**config.mk**
```make
export PLATFORM = sky130hd
export DESIGN_NAME = pipeline_hazard_controller
export DESIGN_NICKNAME = d
export VERILOG_FILES = /design/src/rtl/pipeline_ctrl_pkg.sv /design/src/rtl/mc_stall_counter.sv /design/src/rtl/pipeline_hazard_controller.sv
export SDC_FILE = /design/constraint.sdc
export NUM_CORES = 1
export LEC_CHECK = 0
export CORE_ASPECT_RATIO = 0.75
export CORE_MARGIN = 5
export CORE_UTILIZATION = 30
export DETAILED_ROUTE_END_ITERATION = 7
export PLACE_DENSITY = 0.84
export SETUP_SLACK_MARGIN = 0.05
export SLEW_MARGIN = 15
export SYNTH_ARGS = -nofsm -noshare
export SYNTH_HDL_FRONTEND = slang
export SYNTH_SLANG_ARGS = --single-unit
export TNS_END_PERCENT = 5
```
**constraint.sdc**
```tcl
create_clock -name clk -period 3.6 [get_ports clk]
set_clock_uncertainty 0.1 [all_clocks]
set_input_delay 0.72 -clock clk [delete_from_list [all_inputs] [get_ports clk]]
set_output_delay 0.72 -clock clk [all_outputs]
set_load 0.1 [all_outputs]
```
**src/rtl/pipeline_ctrl_pkg.sv**
```systemverilog
// Shared types and constants for the front-end hazard controller.
package pipeline_ctrl_pkg;

  typedef enum logic {RUN = 1'b0, MC_WAIT = 1'b1} hz_state_e;

  // Hazard causes, ordered so that a larger value wins when several are present.
  typedef enum logic [1:0] {
    CAUSE_NONE     = 2'd0,
    CAUSE_MC       = 2'd1,
    CAUSE_LOAD_USE = 2'd2,
    CAUSE_BRANCH   = 2'd3
  } hz_cause_e;

  typedef struct packed {
    logic ifid_we;
    logic pc_write;
    logic ifid_flush;
    logic idex_bubble;
  } ctrl_t;

  localparam int REG_ZERO = 0;

  // Control words; CTRL_NOP_ALL loads NOPs into both IF/ID and ID/EX while holding PC.
  localparam ctrl_t CTRL_NORMAL  = '{ifid_we: 1'b1, pc_write: 1'b1, ifid_flush: 1'b0, idex_bubble: 1'b0};
  localparam ctrl_t CTRL_NOP_ALL = '{ifid_we: 1'b0, pc_write: 1'b0, ifid_flush: 1'b1, idex_bubble: 1'b1};
  localparam ctrl_t CTRL_FLUSH   = '{ifid_we: 1'b1, pc_write: 1'b1, ifid_flush: 1'b1, idex_bubble: 1'b1};
  localparam ctrl_t CTRL_STALL   = '{ifid_we: 1'b0, pc_write: 1'b0, ifid_flush: 1'b0, idex_bubble: 1'b1};
  localparam ctrl_t CTRL_ISSUE   = '{ifid_we: 1'b0, pc_write: 1'b0, ifid_flush: 1'b0, idex_bubble: 1'b0};

endpackage

```
**src/rtl/mc_stall_counter.sv**
```systemverilog
// Down-counter timing the multi-cycle freeze; loads MC_LATENCY-2 on issue.
module mc_stall_counter #(
  parameter int MC_LATENCY = 4
) (
  input  logic clk,
  input  logic reset,
  input  logic load,
  input  logic dec,
  output logic zero
);
  localparam int W = $clog2(MC_LATENCY);

  logic [W-1:0] cnt;

  always_ff @(posedge clk or posedge reset) begin
    if (reset)                   cnt <= '0;
    else if (load)               cnt <= W'(MC_LATENCY - 2);
    else if (dec && cnt != '0)   cnt <= cnt - 1'b1;
  end

  assign zero = (cnt == '0);

endmodule

```
**src/rtl/pipeline_hazard_controller.sv**
```systemverilog
// IF/ID + PC sequencing for load-use, taken-branch and multi-cycle hazards.
// Define HAZ_PERF_CNT_EN to build the stall/flush performance counters.
module pipeline_hazard_controller
  import pipeline_ctrl_pkg::*;
#(
  parameter int REG_ADDR_W = 5,
  parameter int MC_LATENCY = 4,
  parameter int CNT_W      = 32
) (
  input  logic                  clk,
  input  logic                  reset,
  input  logic [REG_ADDR_W-1:0] id_rs,
  input  logic [REG_ADDR_W-1:0] id_rt,
  input  logic                  id_uses_rt,
  input  logic                  id_mc_op,
  input  logic                  ex_mem_read,
  input  logic [REG_ADDR_W-1:0] ex_rt,
  input  logic                  ex_branch_taken,
  output logic                  IFIDControl,
  output logic                  pc_write,
  output logic                  ifid_flush,
  output logic                  idex_bubble,
  output logic                  mc_busy,
  output logic [CNT_W-1:0]      stall_cycles,
  output logic [CNT_W-1:0]      flush_count
);

  hz_state_e state, state_nxt;
  hz_cause_e cause;
  ctrl_t     ctrl;
  logic      load_use;
  logic      mc_load;
  logic      mc_zero;
  logic      branch_flush;

  assign load_use = ex_mem_read && (ex_rt != REG_ADDR_W'(REG_ZERO)) &&
                    ((ex_rt == id_rs) || (id_uses_rt && (ex_rt == id_rt)));

  always_comb begin
    cause = CAUSE_NONE;
    if (ex_branch_taken)   cause = CAUSE_BRANCH;
    else if (load_use)     cause = CAUSE_LOAD_USE;
    else if (id_mc_op)     cause = CAUSE_MC;
  end

  always_ff @(posedge clk or posedge reset) begin
    if (reset) state <= RUN;
    else       state <= state_nxt;
  end

  always_comb begin
    state_nxt    = state;
    ctrl         = CTRL_NORMAL;
    mc_load      = 1'b0;
    mc_busy      = 1'b0;
    branch_flush = 1'b0;
    if (reset) begin
      ctrl = CTRL_NOP_ALL;
    end else begin
      case (state)
        RUN: begin
          case (cause)
            CAUSE_BRANCH: begin
              ctrl         = CTRL_FLUSH;
              branch_flush = 1'b1;
            end
            CAUSE_LOAD_USE: ctrl = CTRL_STALL;
            CAUSE_MC: begin
              // Op goes to EX this cycle; the freeze continues in MC_WAIT.
              ctrl      = CTRL_ISSUE;
              mc_load   = 1'b1;
              state_nxt = MC_WAIT;
            end
            default: ctrl = CTRL_NORMAL;
          endcase
        end
        MC_WAIT: begin
          // EX only holds bubbles behind the op, so a branch here cannot be real.
          ctrl    = CTRL_STALL;
          mc_busy = 1'b1;
          if (mc_zero) state_nxt = RUN;
        end
        default: state_nxt = RUN;
      endcase
    end
  end

  assign IFIDControl = ctrl.ifid_we;
  assign pc_write    = ctrl.pc_write;
  assign ifid_flush  = ctrl.ifid_flush;
  assign idex_bubble = ctrl.idex_bubble;

  mc_stall_counter #(.MC_LATENCY(MC_LATENCY)) u_mc_cnt (
    .clk   (clk),
    .reset (reset),
    .load  (mc_load),
    .dec   (state == MC_WAIT),
    .zero  (mc_zero)
  );

`ifdef HAZ_PERF_CNT_EN
  logic [CNT_W-1:0] stall_q, flush_q;

  always_ff @(posedge clk or posedge reset) begin
    if (reset) begin
      stall_q <= '0;
      flush_q <= '0;
    end else begin
      if (!ctrl.ifid_we && stall_q != '1) stall_q <= stall_q + 1'b1;
      if (branch_flush && flush_q != '1)  flush_q <= flush_q + 1'b1;
    end
  end

  assign stall_cycles = stall_q;
  assign flush_count  = flush_q;
`else
  assign stall_cycles = '0;
  assign flush_count  = '0;
`endif

endmodule

```
==> run_results.csv <==
group,metric,value,unit
drt,vias,563,
hold_path,holdCritStartpoint,"u_mc_cnt.cnt[0]",
sta,min_period,3.49,ns
flow_run,max-cap-violations,0,
clock_network,clockBufferDepth,2,
floorplanning,start_util,31.6,%
sta,rsz0062_at_grt,"no",
finish,syn_to_final_growth,19.9,%
finish,layout-drive-gt1-share,12.3,%
synthesis,ys_warn_count,0,
grt,grt_pass1_wl,2290,um
clock_network,clk_pin_slew,0.03,ns
power_and_ir_drop,peakVddDrop,0.308,mV
synthesis,synth_cell_types,21,
floorplanning,die_h,55.5,um
grt,grt_usage,7.41,%
finish,final_nets,162,
sta,period_share,96.8,%
synthesis,synth_area_leader_cell,"buf_4",
drt,first_iter_violations,9,
power_and_ir_drop,power.density,671,nW/um2
setup_path,cp.arrival,2.67,ns
grt,grt_overflow_total,0,
setup_path,cp.required,2.78,ns
clock_network,htreeDepth,1,
hold_path,holdCritPathClass,"reg2reg",
finish,fillCellCount,289,
sta,hold_viol,0,
synthesis,synth_area_leaders,"buf_4 (59%), xnor2_1 (11%), dfrtp_1 (9.0%)",
drt,firstDrtPassIters,2,
placed_design,port_buffers,25,
power_and_ir_drop,p_leak,0.523,nW
placed_design,gp_congestion,0.742,
synthesis,synth_seq_cells,3,
floorplanning,core_region_area,2620,um2
setup_path,path_cells,"clkdlybuf4s50_1, or4_4, o21ai_4, nor2_1, a21oi_1, ha_1, and3_4, buf_12",
sta,fmax,287,MHz
floorplanning,die_w,70.7,um
setup_path,critPathTopFamily,"simple AND/OR/NAND/NOR gates",
clock_network,cts_tree,"yes",
grt,grt_antenna_before_repair,0,
sta,setup_violations,0,
clock_network,cts_sinks,3,
grt,grt_pass1_vias,509,
setup_path,crit_path_start_kind,"primary input",
synthesis,ys_seq_area_share,9.05,%
sta,fin_setup_tns,0,ns
setup_path,critPathLaunch,"ex_rt[4]",
placed_design,dp_hpwl,1490,um
clock_network,insertion_delay,0.22,ns
drt,viasPerCell,3.24,
synthesis,avgSynthCellArea,7.68,um2
drt,ant_nets,0,
finish,antenna_cells,0,
synthesis,netlist_area,830,um2
setup_path,crit_buf_inv,2,
clock_network,root_buffer,"clkbuf_8",
drt,route.detailed.drc,0,
floorplanning,die-area,3930,um2
sta,slew_viol_final,0,
setup_path,critical_path_class,"in2out",
outcome,status,"complete, no violations",
setup_path,r2r-start,"u_mc_cnt.cnt[0]",
setup_path,slowest_delay,0.54,ns
setup_path,crit_path_end_kind,"output port",
synthesis,syn_inst,108,
finish,final_util,37.9,%
setup_path,crit_slowest_cell,"or4_4",
clock_network,cts_made_buffers,3,
grt,grt_max_degree,6,
drt,wl,1680,um
floorplanning,ios,90,
floorplanning,fp-row-count,16,
drt,wl_per_cell,9.63,um
synthesis,yosys.area.top_type_share,58.8,%
setup_path,cp_max_fo,2,
clock_network,hold_buffers,0,
-- layout make-up --
type	instances	area, um2	area share (%)
Tap cell	36	45.0	4.53
Timing Repair Buffer	28	300	30.2
Multi-Input combinational cell	97	507	50.9
Sequential cell	3	75.1	7.55
Clock buffer	4	45.0	4.53
Inverter	6	22.5	2.26
-- power by group --
group	leakage (nW)	switching, mW	internal (mW)	total (mW)
sequential	0.0334	0.0130	0.0514	0.0644
clock	0.0228	0.0228	0.0755	0.0983
combinational	0.467	0.415	0.0906	0.505
-- per-layer routing --
layer / GRT usage (%) / wire length, um / vias to the layer above
li1: - / - / 273
met5: 0 / 0 / -
met2: 14.8 / 1030 / 33
met1: 6.56 / 466 / 257
met3: 2.54 / 182 / 0
met4: 3.22 / 0 / 0
-- sequential cells by signal, indices dropped and copies added, names as in the netlist --
name,flops
state,1
u_mc_cnt.cnt,2
-- synth_stat cells --
library cell,number
buf_4,65
o21ai_2,1
dfrtp_1,3
a2111o_1,1
nand2_1,2
o22a_1,1
nand2b_1,1
mux2i_1,1
a21o_1,1
inv_1,5
conb_1,1
o22ai_1,1
ha_1,2
nand3_1,1
nand4_1,1
and3_1,1
xnor2_1,10
nor2_1,3
inv_2,1
a21oi_1,5
or4_1,1
-- metrics by stage --
stage	total power [mW]	hold slack, ns	cell area (um2)	cells	worst slack (ns)
5_1_grt	0.699	0.419	995	174	0.0425
4_1_cts	0.669	0.374	971	174	0.0631
6_report	0.668	0.372	995	174	0.115
3_5_place_dp	0.564	0.370	922	170	0.0356
2_1_floorplan	0.550	0.351	1070	171	0.166
3_3_place_gp	0.560	0.363	922	170	0.0720
-- cells in the final DEF, fill, tap and decap left out, drive strengths merged --
cell,synthesis,final
o22ai,1,1
conb,1,64
nand2,2,2
or4,1,1
xnor2,10,10
and3,1,1
o22a,1,1
clkdlybuf4s50,0,19
nor2,3,3
dlymetal6s2s,0,1
o21ai,1,1
a21oi,5,5
nand4,1,1
ha,2,2
a2111o,1,1
dfrtp,3,3
mux2i,1,1
inv,6,6
a21o,1,1
nand2b,1,1
buf,65,8
clkbuf,0,4
nand3,1,1
-- path summary, 6_finish.rpt --
kind                            slack, ns         endpoint  cells after the start
worst max-delay path                 0.11         pc_write                      8
worst min-delay path                 0.37  u_mc_cnt.cnt[0]                      1
worst max register to register       2.41  u_mc_cnt.cnt[1]                      4
worst min register to register       0.37  u_mc_cnt.cnt[0]                      1
max in group asynchronous            2.55  u_mc_cnt.cnt[0]                      2
min in group asynchronous            0.69            state                      2
-- what timing repair did --
| item | in CTS | in global routing |
|---|---|---|
| buffers inserted | 0 | 0 |
| setup endpoints to repair | 2 | 2 |
| resized for setup | 1 | 5 |
| pin swaps | 1 | 5 |
| gates cloned | 0 | 0 |
-- cell families after synthesis --
logic type | after synthesis | synth area share, %
DFF | 3 | 9.05
adders and majority gates | 2 | 3.02
AOI/OAI and AO/OA | 10 | 8.15
and+or+nand+nor | 10 | 6.03
buffers and inverters | 71 | 61.5
xor gates and xnor gates | 10 | 10.6
other | 1 | 0.452
muxes | 1 | 1.21
Power figures use the tool's default switching activity.
